## src/rtl/ps2_kbd_pkg.sv

```systemverilog
// rtl/ps2_kbd_pkg.sv - shared types and byte constants for the PS/2 keyboard decoder
//
// Purpose: decoder state encoding, key event record, scan code set 2
// prefix/status byte values and a fake-shift helper.
package ps2_kbd_pkg;

  typedef enum logic [2:0] {
    IDLE,
    BRK,
    EXT,
    EXT_BRK,
    PAUSE
  } kbd_state_t;

  typedef struct packed {
    logic       ext;
    logic       brk;
    logic [7:0] code;
  } kbd_event_t;

  localparam int EV_W = $bits(kbd_event_t);

  localparam logic [7:0] B_E0    = 8'hE0;
  localparam logic [7:0] B_F0    = 8'hF0;
  localparam logic [7:0] B_E1    = 8'hE1;
  localparam logic [7:0] B_BAT   = 8'hAA;
  localparam logic [7:0] B_FAIL  = 8'hFC;
  localparam logic [7:0] B_ACK   = 8'hFA;
  localparam logic [7:0] B_RSND  = 8'hFE;
  localparam logic [7:0] B_OVR0  = 8'h00;
  localparam logic [7:0] B_OVR1  = 8'hFF;
  localparam logic [7:0] B_FSH_L = 8'h12;
  localparam logic [7:0] B_FSH_R = 8'h59;
  localparam logic [7:0] B_PAUSE = 8'h77;

  // E0 12 / E0 59 (and their breaks) are shift emulation around
  // extended keys; they carry no key information.
  function automatic logic is_fake_shift(input logic [7:0] b);
    return (b == B_FSH_L) || (b == B_FSH_R);
  endfunction

endpackage

```

## src/rtl/ps2_kbd_decoder_sync_fifo.sv

```systemverilog
// rtl/ps2_kbd_decoder_sync_fifo.sv - small synchronous FIFO for key events
//
// Purpose: DEPTH-entry, WIDTH-bit FIFO with first-word-fall-through head.
// Ports:
//   clk, rst_n      clock, asynchronous active-low reset
//   push_i, data_i  write request and data (accepted when not full or popping)
//   pop_i           read request (ignored when empty)
//   full_o, empty_o occupancy flags
//   data_o          head entry
module sync_fifo #(
  parameter int WIDTH = 10,
  parameter int DEPTH = 4
) (
  input  logic             clk,
  input  logic             rst_n,
  input  logic             push_i,
  input  logic [WIDTH-1:0] data_i,
  input  logic             pop_i,
  output logic             full_o,
  output logic             empty_o,
  output logic [WIDTH-1:0] data_o
);

  localparam int AW = $clog2(DEPTH);

  logic [WIDTH-1:0] mem_q [DEPTH];
  // One extra pointer bit distinguishes full from empty.
  logic [AW:0]      wr_ptr_q, rd_ptr_q;
  logic             do_push, do_pop;

  assign empty_o = (wr_ptr_q == rd_ptr_q);
  assign full_o  = (wr_ptr_q[AW] != rd_ptr_q[AW]) &&
                   (wr_ptr_q[AW-1:0] == rd_ptr_q[AW-1:0]);
  assign do_pop  = pop_i & ~empty_o;
  // A simultaneous pop frees the slot, so a push into a full FIFO still lands.
  assign do_push = push_i & (~full_o | do_pop);
  assign data_o  = mem_q[rd_ptr_q[AW-1:0]];

  always_ff @(posedge clk or negedge rst_n) begin
    if (!rst_n) begin
      wr_ptr_q <= '0;
      rd_ptr_q <= '0;
      for (int i = 0; i < DEPTH; i++) begin
        mem_q[i] <= '0;
      end
    end else begin
      if (do_push) begin
        mem_q[wr_ptr_q[AW-1:0]] <= data_i;
        wr_ptr_q <= wr_ptr_q + 1'b1;
      end
      if (do_pop) begin
        rd_ptr_q <= rd_ptr_q + 1'b1;
      end
    end
  end

endmodule

```

## src/rtl/ps2_kbd_decoder.sv

```systemverilog
// rtl/ps2_kbd_decoder.sv - scan code set 2 decoder with event FIFO
//
// Purpose: turns received PS/2 bytes into key events {ext, brk, code},
// flags keyboard status bytes and sequence errors as one-cycle pulses.
// Ports:
//   clk, rst_n                  clock, asynchronous active-low reset
//   rx_valid, rx_data, rx_err   byte stream from the PS/2 receiver
//   ev_valid, ev_ready          event FIFO handshake
//   ev_code, ev_ext, ev_brk     head event fields
//   bat_ok, bat_fail, ack,
//   resend, kbd_ovr, seq_err    registered one-cycle pulses
//   ev_ovf, ovf_clr             sticky event-drop flag and its clear
module ps2_kbd_decoder
  import ps2_kbd_pkg::*;
#(
  parameter real FCLK_HZ          = 50e6,
  parameter real PREFIX_TIMEOUT_S = 2e-3,
  parameter int  FIFO_DEPTH       = 4
) (
  input  logic       clk,
  input  logic       rst_n,
  input  logic       rx_valid,
  input  logic [7:0] rx_data,
  input  logic       rx_err,
  output logic       ev_valid,
  input  logic       ev_ready,
  output logic [7:0] ev_code,
  output logic       ev_ext,
  output logic       ev_brk,
  output logic       bat_ok,
  output logic       bat_fail,
  output logic       ack,
  output logic       resend,
  output logic       kbd_ovr,
  output logic       seq_err,
  output logic       ev_ovf,
  input  logic       ovf_clr
);

  localparam int TC = int'($ceil(FCLK_HZ * PREFIX_TIMEOUT_S)) - 1;
  localparam int TW = (TC > 0) ? $clog2(TC + 1) : 1;
  localparam logic [TW-1:0] TC_V = TW'(TC);

  kbd_state_t    state_q, state_d;
  logic [2:0]    pcnt_q, pcnt_d;
  logic [TW-1:0] tmo_q;
  logic          tmo_hit;

  logic bat_ok_q, bat_fail_q, ack_q, resend_q, kbd_ovr_q, seq_err_q, ev_ovf_q;
  logic bat_ok_d, bat_fail_d, ack_d, resend_d, kbd_ovr_d, seq_err_d;

  logic       push;
  kbd_event_t push_ev, head_ev;
  logic       fifo_full, fifo_empty, pop, drop;

  // rx_valid wins over the terminal count in the same cycle.
  assign tmo_hit = (state_q != IDLE) && (tmo_q == TC_V) && !rx_valid && !rx_err;

  // Decode is combinational so the event is written on the same edge
  // that takes the byte.
  always_comb begin
    state_d    = state_q;
    pcnt_d     = pcnt_q;
    push       = 1'b0;
    push_ev    = '0;
    bat_ok_d   = 1'b0;
    bat_fail_d = 1'b0;
    ack_d      = 1'b0;
    resend_d   = 1'b0;
    kbd_ovr_d  = 1'b0;
    seq_err_d  = 1'b0;
    if (rx_err || tmo_hit) begin
      seq_err_d = 1'b1;
      state_d   = IDLE;
    end else if (rx_valid) begin
      case (state_q)
        IDLE: begin
          case (rx_data)
            B_E0:           state_d = EXT;
            B_F0:           state_d = BRK;
            B_E1: begin
              state_d = PAUSE;
              pcnt_d  = 3'd7;
            end
            B_BAT:          bat_ok_d   = 1'b1;
            B_FAIL:         bat_fail_d = 1'b1;
            B_ACK:          ack_d      = 1'b1;
            B_RSND:         resend_d   = 1'b1;
            B_OVR0, B_OVR1: kbd_ovr_d  = 1'b1;
            default: begin
              push    = 1'b1;
              push_ev = '{ext: 1'b0, brk: 1'b0, code: rx_data};
            end
          endcase
        end
        BRK: begin
          state_d = IDLE;
          if (rx_data == B_E0 || rx_data == B_E1 || rx_data == B_F0) begin
            seq_err_d = 1'b1;
          end else begin
            push    = 1'b1;
            push_ev = '{ext: 1'b0, brk: 1'b1, code: rx_data};
          end
        end
        EXT: begin
          state_d = IDLE;
          if (rx_data == B_F0) begin
            state_d = EXT_BRK;
          end else if (rx_data == B_E0 || rx_data == B_E1) begin
            seq_err_d = 1'b1;
          end else if (!is_fake_shift(rx_data)) begin
            push    = 1'b1;
            push_ev = '{ext: 1'b1, brk: 1'b0, code: rx_data};
          end
        end
        EXT_BRK: begin
          state_d = IDLE;
          if (rx_data == B_E0 || rx_data == B_E1 || rx_data == B_F0) begin
            seq_err_d = 1'b1;
          end else if (!is_fake_shift(rx_data)) begin
            push    = 1'b1;
            push_ev = '{ext: 1'b1, brk: 1'b1, code: rx_data};
          end
        end
        PAUSE: begin
          // Pause bytes are counted, not checked; the last one emits the key.
          pcnt_d = pcnt_q - 3'd1;
          if (pcnt_q == 3'd1) begin
            state_d = IDLE;
            push    = 1'b1;
            push_ev = '{ext: 1'b1, brk: 1'b0, code: B_PAUSE};
          end
        end
        default: state_d = IDLE;
      endcase
    end
  end

  always_ff @(posedge clk or negedge rst_n) begin
    if (!rst_n) begin
      state_q    <= IDLE;
      pcnt_q     <= '0;
      tmo_q      <= '0;
      bat_ok_q   <= 1'b0;
      bat_fail_q <= 1'b0;
      ack_q      <= 1'b0;
      resend_q   <= 1'b0;
      kbd_ovr_q  <= 1'b0;
      seq_err_q  <= 1'b0;
      ev_ovf_q   <= 1'b0;
    end else begin
      state_q    <= state_d;
      pcnt_q     <= pcnt_d;
      bat_ok_q   <= bat_ok_d;
      bat_fail_q <= bat_fail_d;
      ack_q      <= ack_d;
      resend_q   <= resend_d;
      kbd_ovr_q  <= kbd_ovr_d;
      seq_err_q  <= seq_err_d;
      // Saturating gap counter, only meaningful inside a sequence.
      if (state_q == IDLE || rx_valid || rx_err) begin
        tmo_q <= '0;
      end else if (tmo_q != TC_V) begin
        tmo_q <= tmo_q + 1'b1;
      end
      // A fresh drop outranks a clear in the same cycle.
      if (drop) begin
        ev_ovf_q <= 1'b1;
      end else if (ovf_clr) begin
        ev_ovf_q <= 1'b0;
      end
    end
  end

  assign pop  = ev_valid & ev_ready;
  assign drop = push & fifo_full & ~pop;

  sync_fifo #(
    .WIDTH(EV_W),
    .DEPTH(FIFO_DEPTH)
  ) u_fifo (
    .clk    (clk),
    .rst_n  (rst_n),
    .push_i (push),
    .data_i (push_ev),
    .pop_i  (pop),
    .full_o (fifo_full),
    .empty_o(fifo_empty),
    .data_o (head_ev)
  );

  assign ev_valid = ~fifo_empty;
  assign ev_code  = head_ev.code;
  assign ev_ext   = head_ev.ext;
  assign ev_brk   = head_ev.brk;
  assign bat_ok   = bat_ok_q;
  assign bat_fail = bat_fail_q;
  assign ack      = ack_q;
  assign resend   = resend_q;
  assign kbd_ovr  = kbd_ovr_q;
  assign seq_err  = seq_err_q;
  assign ev_ovf   = ev_ovf_q;

endmodule
```

## config.mk

```make
export PLATFORM = sky130hd
export DESIGN_NAME = ps2_kbd_decoder
export DESIGN_NICKNAME = d
export VERILOG_FILES = /design/src/rtl/ps2_kbd_pkg.sv /design/src/rtl/ps2_kbd_decoder_sync_fifo.sv /design/src/rtl/ps2_kbd_decoder.sv
export SDC_FILE = /design/constraint.sdc
export NUM_CORES = 1
export LEC_CHECK = 0
export CAP_MARGIN = 25
export CORE_MARGIN = 1
export CORE_UTILIZATION = 53
export CTS_CLUSTER_SIZE = 24
export DETAILED_ROUTE_END_ITERATION = 12
export PLACE_DENSITY = 0.76
export SLEW_MARGIN = 20
export SYNTH_ARGS = -nofsm -noshare
export SYNTH_HDL_FRONTEND = slang
export SYNTH_SLANG_ARGS = --single-unit
```

## constraint.sdc

```tcl
create_clock -name clk -period 2.4 [get_ports clk]
set_input_delay 0.48 -clock clk [delete_from_list [all_inputs] [get_ports clk]]
set_output_delay 0.48 -clock clk [all_outputs]
set_load 0.02 [all_outputs]
```

==> qor.txt <==
commonest non-fill, non-tap cell in the layout - dfrtp_1
gr ovfl total - 0
core area - 7410 um^2
number of synthesized flops with an enable pin - 0
most frequently used flop master after synthesis - dfrtp_1
dpl cell area - 4950 um^2
die height - 90.3 um
initial core utilization - 0.557
final worst-path cycle share - 1.01
GPL Wtd Cong - 0.820
grt met2 use - 0.412
Hold Slack - 0.0459 ns
final wirelength - 9280 um
CTS tree - built
Mapped Avg Cell Area - 12.5 um^2
wire per inst - 17.5 um
worst skew pair latency - 0.36 ns
CTS Buf Count - 9
antenna cells - 0
# hold bufs at CTS - 0
LEAKAGE - 2.51 nW
share of layout cells above drive strength 1 - 0.394
top cells by area, synth - dfrtp_1 (46%), mux2_4 (9.8%), mux4_2 (5.5%)
Final Skew - 0.0131 ns
register area - 1900 um^2
count of final setup violators - 4
Post-Syn Area - 4130 um^2
htree depth - 3
Syn. warnings - 0
leading cell types in the layout, fill and taps excluded - dfrtp_1 (75), buf_4 (56), mux2_4 (27)
first-pass GRT wire length - 15400 um
Hold Crit Class - in2async
DIE AREA - 8150 um^2
Synth cell types - 63
final setup TNS - -0.117 ns
fin area - 5360 um^2
Pins Over Slew Limit - 0
cell taking the most area after synthesis - dfrtp_1
relative slew slack - 0.574
WP data arrival - 2.68 ns
Worst Tran Pin Value - 0.634 ns
post-DR vias/cell - 5.67
Peak Freq - 411 MHz
Max VDD drop - 0.000373 V
Final WS setup - -0.0350 ns
critical path endpoint category - flop
Area growth syn-to-layout - 29.9%
share of the synthesized area in the top cell type - 0.461
crit-path max FO - 6
ys async rst share - 1.00
NumNets Final - 448
Pwr Density - 852 nW/um^2
detailed-route via count - 3006
clock sinks - 76
Multi-input gate area - 2190 um^2
met3 Use GR - 0.0337
Hold Vio Cnt, Final - 0
CP Launch Type - input pin
syn_nets - 352
status - finished with violations
CTS Root Cell - clkbuf_8
Seq/Total Area, Yosys - 0.461
Seq cells post-synth - 76
# IOs - 32
utilization after layout - 0.724
largest net degree at the start of global routing - 46
Max Root-Sink Buffers - 2
Mapped Cells - 330
Required @ worst endpoint - 2.64 ns
antenna-violating nets left - 0
Die W - 90.3 um
antenna violations before repair - 0
DRC errors left - 0
PortBufs - 31
minimum clock period - 2.43 ns
row cnt - 31
# fillers - 483
vias in the first global route - 3097
TritonRoute pass-1 iters - 4
Starting DRT DRC Count - 158
most used routing layer in global routing - met2
post-DP HPWL - 6250 um
failing checks - setup timing
Max-Cap Viols - 0
total track usage - 0.241
total power - 4.57 mW
met1 Use GR - 0.311
WS Path Type - in2reg
Worst-path clk slew - 0.09 ns
RSZ-0062 raised after global routing - true
[flip-flops by register name, summed over array words and instances (netlist names), 3 cells and up]
name and cells:
pcnt_q 3, state_q 3, tmo_q 17, u_fifo.mem_q 40, u_fifo.rd_ptr_q 3, u_fifo.wr_ptr_q 3
[power by group]
group	internal, mW	switching (mW)	total, mW	leakage [nW]
clock	0.484	0.511	0.995	0.0960
combinational	0.987	0.710	1.70	1.42
sequential	1.61	0.268	1.88	0.993
[routing by layer]
metal  routed length [um]  part of all wire  vias to the layer above
met5                    0                 0                        -
met3                  235             0.025                       17
met4                  201             0.022                        0
met1                 4030              0.43                     1530
li1                     -                 -                     1398
met2                 4820              0.52                       61
[cells by family after synthesis]
logic type | synth area share
compound gates | 0.0921
xor+xnor | 0.0403
fa+ha+maj | 0.0242
buf+inv | 0.0245
flops | 0.461
mux | 0.197
simple gates | 0.161
[final cells by class]
type                       count  area share
tap                           99      0.0231
clock buffer                   9      0.0231
timing repair buffer          95       0.167
clock inverter                 7      0.0135
multi-input combinational    231       0.409
inverter                      13     0.00910
sequential                    76       0.355
[critical path, cell delays in order]
cell	delay, ns
buf_8	0.10
or4b_4	0.58
buf_12	0.16
o31ai_4	0.27
o211ai_4	0.17
buf_6	0.15
o211ai_4	0.25
clkbuf_16	0.21
mux2_4	0.29
[timing repair]
item                       4_1_cts  5_1_grt
pin swaps                        3        6
cloned                           1        1
buffers inserted                 7        5
resized for setup               27       27
hold endpoints to repair         0        0
setup endpoints to repair       55       33
[cells in the mapped netlist (2+ instances only)]
library cell	n
dfrtp_1	76
mux2_4	27
nor2_1	18
nand2_1	14
inv_1	13
xnor2_1	11
mux4_2	10
mux2_2	9
nand3_1	9
o21ai_0	9
a21oi_1	8
ha_1	8
xor2_1	8
clkbuf_1	6
mux2i_1	6
or2_2	6
nand4_1	5
or3_1	5
a31oi_1	4
nor2b_1	4
o211ai_4	4
or2b_2	4
and3_1	3
and4_1	3
nor3_1	3
nor4_1	3
or4_1	3
a21oi_2	2
and2_2	2
and2b_2	2
mux2_1	2
nand3b_1	2
nand4b_1	2
nor3b_1	2
o211ai_1	2
o21bai_1	2
o31ai_2	2
o41ai_1	2
or4_2	2
or4b_1	2
or4b_2	2
or4bb_1	2
[per-stage QoR]
| step | instances | setup slack [ns] |
|---|---|---|
| after floorplan | 330 | 0.00123 |
| after global placement | 500 | -0.506 |
| after detailed placement | 500 | -0.561 |
| after CTS | 524 | 0.0129 |
| after global routing | 530 | -0.0675 |
| final | 530 | -0.0350 |
[worst paths after layout]
path / start / to / slack (ns) / cells after the start
worst max-delay path: rx_data[1] / u_fifo.mem_q[29] / -0.03 / 9
worst min-delay path: rst_n / kbd_ovr / 0.05 / 1
worst max register to register: state_q[1] / u_fifo.mem_q[7] / 0.09 / 5
worst min register to register: pcnt_q[1] / pcnt_q[1] / 0.49 / 1
max in group asynchronous: rst_n / u_fifo.rd_ptr_q[1] / 1.76 / 2
min in group clk: rx_data[1] / kbd_ovr / 0.40 / 3
Note: power is estimated with default switching activity, not from simulation.
